$ cat src/rtl/pc_seq_ctrl_pkg.sv
// pc_seq_ctrl_pkg: sequencer states, op-class encodings and the NOP constant.
package pc_seq_ctrl_pkg;
  typedef enum logic [2:0] {S_IDLE, S_FETCH, S_EXEC, S_MEM, S_ERR} state_t;
  localparam logic [8:0] OP_R  = 9'h001;
  localparam logic [8:0] OP_I1 = 9'h002;
  localparam logic [8:0] OP_I2 = 9'h004;
  localparam logic [8:0] OP_S2 = 9'h008;
  localparam logic [31:0] NOP = 32'h0000_0013;
  function automatic logic is_mem(input logic [8:0] op);
    return (op == OP_I2) || (op == OP_S2);
  endfunction
endpackage

$ cat src/rtl/pc_seq_ctrl_bus_wait_timer.sv
// pc_seq_ctrl_bus_wait_timer: counts unacknowledged bus wait cycles against a limit.
module pc_seq_ctrl_bus_wait_timer (
  input  logic        i_clk,
  input  logic        i_rst_n,
  input  logic        i_clear,
  input  logic        i_tick,
  input  logic [15:0] i_limit,
  output logic        o_expired
);
  logic [15:0] r_count;
  always_ff @(posedge i_clk)
    r_count <= (!i_rst_n || i_clear) ? '0 : i_tick ? r_count + 16'd1 : r_count;
  assign o_expired = r_count >= i_limit;
endmodule

$ cat src/rtl/pc_seq_ctrl.sv
// pc_seq_ctrl: multi-cycle RV32I fetch/exec/mem sequencer owning the PC; PC_SEQ_INSTRET_EN adds o_instret.
module pc_seq_ctrl
  import pc_seq_ctrl_pkg::*;
#(
  parameter logic [31:0] RESET_PC    = 32'h0000_0000,
  parameter int          BUS_TIMEOUT = 255
) (
  input  logic        i_clk,
  input  logic        i_rst_n,
  input  logic        i_start,
  input  logic        i_halt_req,
  output logic        o_imem_req,
  input  logic        i_imem_ack,
  input  logic [31:0] i_imem_rdata,
  output logic [31:0] o_ir,
  input  logic [8:0]  i_op,
  output logic        o_dmem_req,
  input  logic        i_dmem_ack,
  input  logic [31:0] i_next_pc,
  output logic        o_sign,
  output logic [31:0] o_pc,
  output logic [31:0] o_pc_add_4,
  output logic        o_retire,
  output logic        o_busy,
  output logic        o_err
`ifdef PC_SEQ_INSTRET_EN
  ,
  output logic [63:0] o_instret
`endif
);
  state_t      r_state, w_next;
  logic [31:0] r_pc, r_ir;
  logic        w_wait, w_ack, w_expired, w_commit, w_misal;
  assign w_wait   = (r_state == S_FETCH) || (r_state == S_MEM);
  assign w_ack    = ((r_state == S_FETCH) && i_imem_ack) || ((r_state == S_MEM) && i_dmem_ack);
  assign w_commit = ((r_state == S_EXEC) && !is_mem(i_op)) || ((r_state == S_MEM) && i_dmem_ack);
  assign w_misal  = |i_next_pc[1:0];
  always_comb begin
    w_next = r_state;
    unique case (r_state)
      S_IDLE:  w_next = i_start ? S_FETCH : S_IDLE;
      S_FETCH: w_next = i_imem_ack ? S_EXEC : w_expired ? S_ERR : S_FETCH;
      S_EXEC:  w_next = is_mem(i_op) ? S_MEM : w_misal ? S_ERR : i_halt_req ? S_IDLE : S_FETCH;
      S_MEM:   w_next = i_dmem_ack ? (w_misal ? S_ERR : i_halt_req ? S_IDLE : S_FETCH)
                      : w_expired ? S_ERR : S_MEM;
      default: w_next = S_ERR;
    endcase
  end
  always_ff @(posedge i_clk)
    if (!i_rst_n) begin
      r_state <= S_IDLE;
      r_pc    <= RESET_PC;
      r_ir    <= NOP;
    end else begin
      r_state <= w_next;
      if ((r_state == S_FETCH) && i_imem_ack) r_ir <= i_imem_rdata;
      if (o_retire) r_pc <= i_next_pc;
    end
  // Any ack or any non-wait state restarts the count, so MEM->FETCH begins at zero.
  pc_seq_ctrl_bus_wait_timer u_timer (
    .i_clk     (i_clk),
    .i_rst_n   (i_rst_n),
    .i_clear   (!w_wait || w_ack),
    .i_tick    (w_wait && !w_ack),
    .i_limit   (16'(BUS_TIMEOUT)),
    .o_expired (w_expired)
  );
  assign o_imem_req = r_state == S_FETCH;
  assign o_dmem_req = r_state == S_MEM;
  assign o_sign     = (r_state == S_MEM) && i_dmem_ack;
  assign o_retire   = w_commit && !w_misal;
  assign o_busy     = (r_state != S_IDLE) && (r_state != S_ERR);
  assign o_err      = r_state == S_ERR;
  assign o_pc       = r_pc;
  assign o_pc_add_4 = r_pc + 32'd4;
  assign o_ir       = r_ir;
`ifdef PC_SEQ_INSTRET_EN
  logic [63:0] r_instret;
  always_ff @(posedge i_clk)
    r_instret <= !i_rst_n ? '0 : r_instret + 64'(o_retire);
  assign o_instret = r_instret;
`endif
endmodule
$ cat config.mk
export PLATFORM = sky130hd
export DESIGN_NAME = pc_seq_ctrl
export DESIGN_NICKNAME = d
export VERILOG_FILES = /design/src/rtl/pc_seq_ctrl_pkg.sv /design/src/rtl/pc_seq_ctrl_bus_wait_timer.sv /design/src/rtl/pc_seq_ctrl.sv
export SDC_FILE = /design/constraint.sdc
export NUM_CORES = 1
export LEC_CHECK = 0
export CORE_AREA = 2 2 110 112
export DETAILED_ROUTE_END_ITERATION = 10
export DIE_AREA = 0 0 112 114
export PLACE_DENSITY = 0.78
export SLEW_MARGIN = 20
export SYNTH_ARGS = -nofsm -noshare
export SYNTH_HDL_FRONTEND = slang
export SYNTH_SLANG_ARGS = --single-unit
$ cat constraint.sdc
create_clock -name i_clk -period 3.4 [get_ports i_clk]
set_clock_uncertainty 0.1 [all_clocks]
set_input_delay 1.02 -clock i_clk [delete_from_list [all_inputs] [get_ports i_clk]]
set_output_delay 1.02 -clock i_clk [all_outputs]
set_load 0.05 [all_outputs]
==> flow_metrics.py <==
metrics = {
    "final_layout": {
        "layout_common_cells": "clkdlybuf4s50_1, nand2_1, dfxtp_1",
        "area_growth_pct": 69.7,
        "final_cell_area_sq_mm": 0.00679,
        "fillers": 1009,
        "final_core_util_pct": 57.9,
        "final_nets": 747,
        "layout-drive-gt1-share_pct": 16.5,
        "n_antenna_cell": 0,
        "mostFrequentLayoutCell": "clkdlybuf4s50_1",
    },
    "sta": {
        "final-hold-violation-count": 0,
        "hold_slack_ns": 0.352,
        "finalCriticalPeriod_ns": 3.37,
        "worstMarginPinSlew_ns": 0.558,
        "worst_slack_ns": 0.0273,
        "maxSlewViolCount": 0,
        "finalCritPeriodShare_pct": 99.2,
        "max_freq_mhz": 297,
        "relSlewSlack_pct": 62.7,
        "setup-violations-final": 0,
    },
    "floorplan": {
        "row_count": 40,
        "fp.dieH_um": 114,
        "start_util_pct": 34.1,
        "boundaryPins": 181,
        "dieArea_sq_mm": 0.0128,
        "fp.dieW_um": 112,
        "core_area_sq_mm": 0.0117,
    },
    "logic_synthesis": {
        "ys_seq_area_share_pct": 41.6,
        "synthArstFlopShare_pct": 0,
        "synthesis.nets": 553,
        "synthFlopType": "dfxtp_1",
        "synth_edf_count": 0,
        "syn_area_sq_mm": 0.00400,
        "syn_avg_cell_area_sq_um": 8.47,
        "ys_seq_elements": 83,
        "syn_inst": 472,
        "ys_types": 42,
        "yosysWarnings": 0,
    },
    "critical_path": {
        "crit_arrival_ns": 2.25,
        "path_class": "in -> out",
        "critical_path_required_ns": 2.28,
        "critPathCaptureType": "output port",
        "rr_endpoint": "r_state[2]$_SDFF_PN0_",
        "path_max_fanout": 2,
        "rr_worst_depth": 15,
        "rr_startpoint": "r_state[0]$_SDFF_PN0_",
        "startpoint_type": "primary input",
        "reg2reg_setup_slack_ns": 0.89,
    },
    "pwr": {
        "ir_worst_vdd_mv": 0.324,
        "power.leakage_nw": 2.62,
        "finalPower_mw": 2.29,
        "powerDensity_mw_per_mm2": 337,
    },
    "worst_hold_path": {
        "hold_depth": 2,
        "hold_path_class": "reg -> reg",
        "hold_path.startpoint": "o_ir[21]$_SDFFE_PN0P_",
        "hold_end": "o_ir[21]$_SDFFE_PN0P_",
    },
    "global_route": {
        "grt_pass1_wl_mm": 19.7,
        "grt_pass1_vias": 4048,
        "track_usage_pct": 18.9,
        "gr-total-overflow": 0,
        "antenna_found_initial": 0,
        "grt_max_degree": 63,
    },
    "clock_network": {
        "clock_latency_ns": 0.32,
        "h-tree-depth": 3,
        "cts_tree": "yes",
        "clk_transition_reported_paths_ns": 0.06,
        "cts_root_buffer": "clkbuf_16",
        "cts_sinks": 83,
        "cts_buffer_depth": 2,
        "cts_buffers": 9,
        "hold_buffers": 0,
    },
    "routing": {
        "ant_nets": 0,
        "vias": 4062,
        "drtPass1Iterations": 5,
        "wl_mm": 12.3,
        "route.detailed.drc": 0,
        "via_per_inst": 4.97,
        "wl_per_cell_um": 15.0,
        "drtIter0Drc": 220,
    },
    "placed_design": {
        "dp_slack_ns": -0.188,
        "globalplace.congestion": 0.892,
        "io_buffers": 180,
        "post_dp_cell_area_sq_mm": 0.00631,
        "hpwlAfterDp_mm": 9.24,
    },
    "run": {
        "cap_violations": 0,
    },
    "status": {
        "status": "complete, no violations",
    },
}
==> registers in the layout, indices dropped and copies added, names as in the netlist <==
register         flops
r_state              3
o_pc                32
u_timer.r_count     16
o_ir                32
==> power by group <==
| group | leakage [nW] | switching [mW] | internal [mW] | total (mW) |
|---|---|---|---|---|
| registers | 0.673 | 0.0171 | 0.996 | 1.01 |
| logic | 1.80 | 0.197 | 0.171 | 0.368 |
| clock network | 0.139 | 0.393 | 0.515 | 0.907 |
| total | 2.62 | 0.607 | 1.68 | 2.29 |
==> critical path: stages <==
cell             delay [ns]
clkdlybuf4s50_1        0.43
nor3_2                 0.25
a31oi_2                0.13
o21a_2                 0.26
buf_12                 0.16
==> synth_stat cells, types with 9 or more instances <==
cell / instances / share of area, %
nand2_1: 138 / 13
clkbuf_1: 17 / 1.6
nand3_1: 18 / 2.3
inv_1: 9 / 0.85
dfxtp_1: 83 / 42
a21boi_1: 19 / 3.6
nor2_1: 17 / 1.6
xnor2_1: 20 / 4.4
mux2i_1: 31 / 7.8
a21boi_0: 10 / 1.9
xor2_1: 19 / 4.2
nand4_1: 11 / 1.7
==> worst max path at each step <==
| stage | start | cells after the start | to |
|---|---|---|---|
| 6_report | i_op[1] | 5 | o_retire |
| 5_1_grt | o_pc[18]$_SDFFE_PN0P_ | 5 | o_pc_add_4[27] |
| 4_1_cts | i_op[3] | 5 | o_retire |
| 3_5_place_dp | i_op[4] | 5 | o_retire |
| 3_3_place_gp | i_op[4] | 5 | o_retire |
| 2_1_floorplan | o_pc[17]$_SDFFE_PN0P_ | 5 | o_pc_add_4[26] |
==> cell type report <==
type                       instances  area, sq um  share of cell area (%)
tap                              147          184                    2.71
sequential                        83         1670                    24.6
clock buffer                      10          239                    3.52
timing repair buffer             211         2220                    32.7
multi-input combinational        352         2400                    35.4
clock inverter                     6         40.0                   0.590
inverter                           9         33.8                   0.498
==> stage by stage <==
stage	TNS, ns	std cells
2_1_floorplan	-0.111	472
3_3_place_gp	-0.0615	789
3_5_place_dp	-0.188	789
4_1_cts	-0.00343	816
5_1_grt	-0.00607	818
6_report	0	818
==> per-layer routing <==
metal	GRT usage, %	wire length (um)	vias up
li1	-	-	1972
met1	21.7	4950	1910
met2	32.1	6090	160
met3	6.91	971	20
met4	7.72	243	0
met5	0	0	-
==> kinds of logic after synthesis <==
family,synth area share (%)
xor+xnor,8.54
buf+inv,4.29
mux,7.76
simple gates,29.5
flops,41.6
compound gates,7.70
fa+ha+maj,0.626
==> timing repair <==
action | in CTS | in global routing
pin swaps | 3 | 5
resized for setup | 8 | 16
endpoints found under the setup margin | 3 | 14
buffers inserted | 11 | 2
No activity file was read; power rests on OpenSTA's default activity.
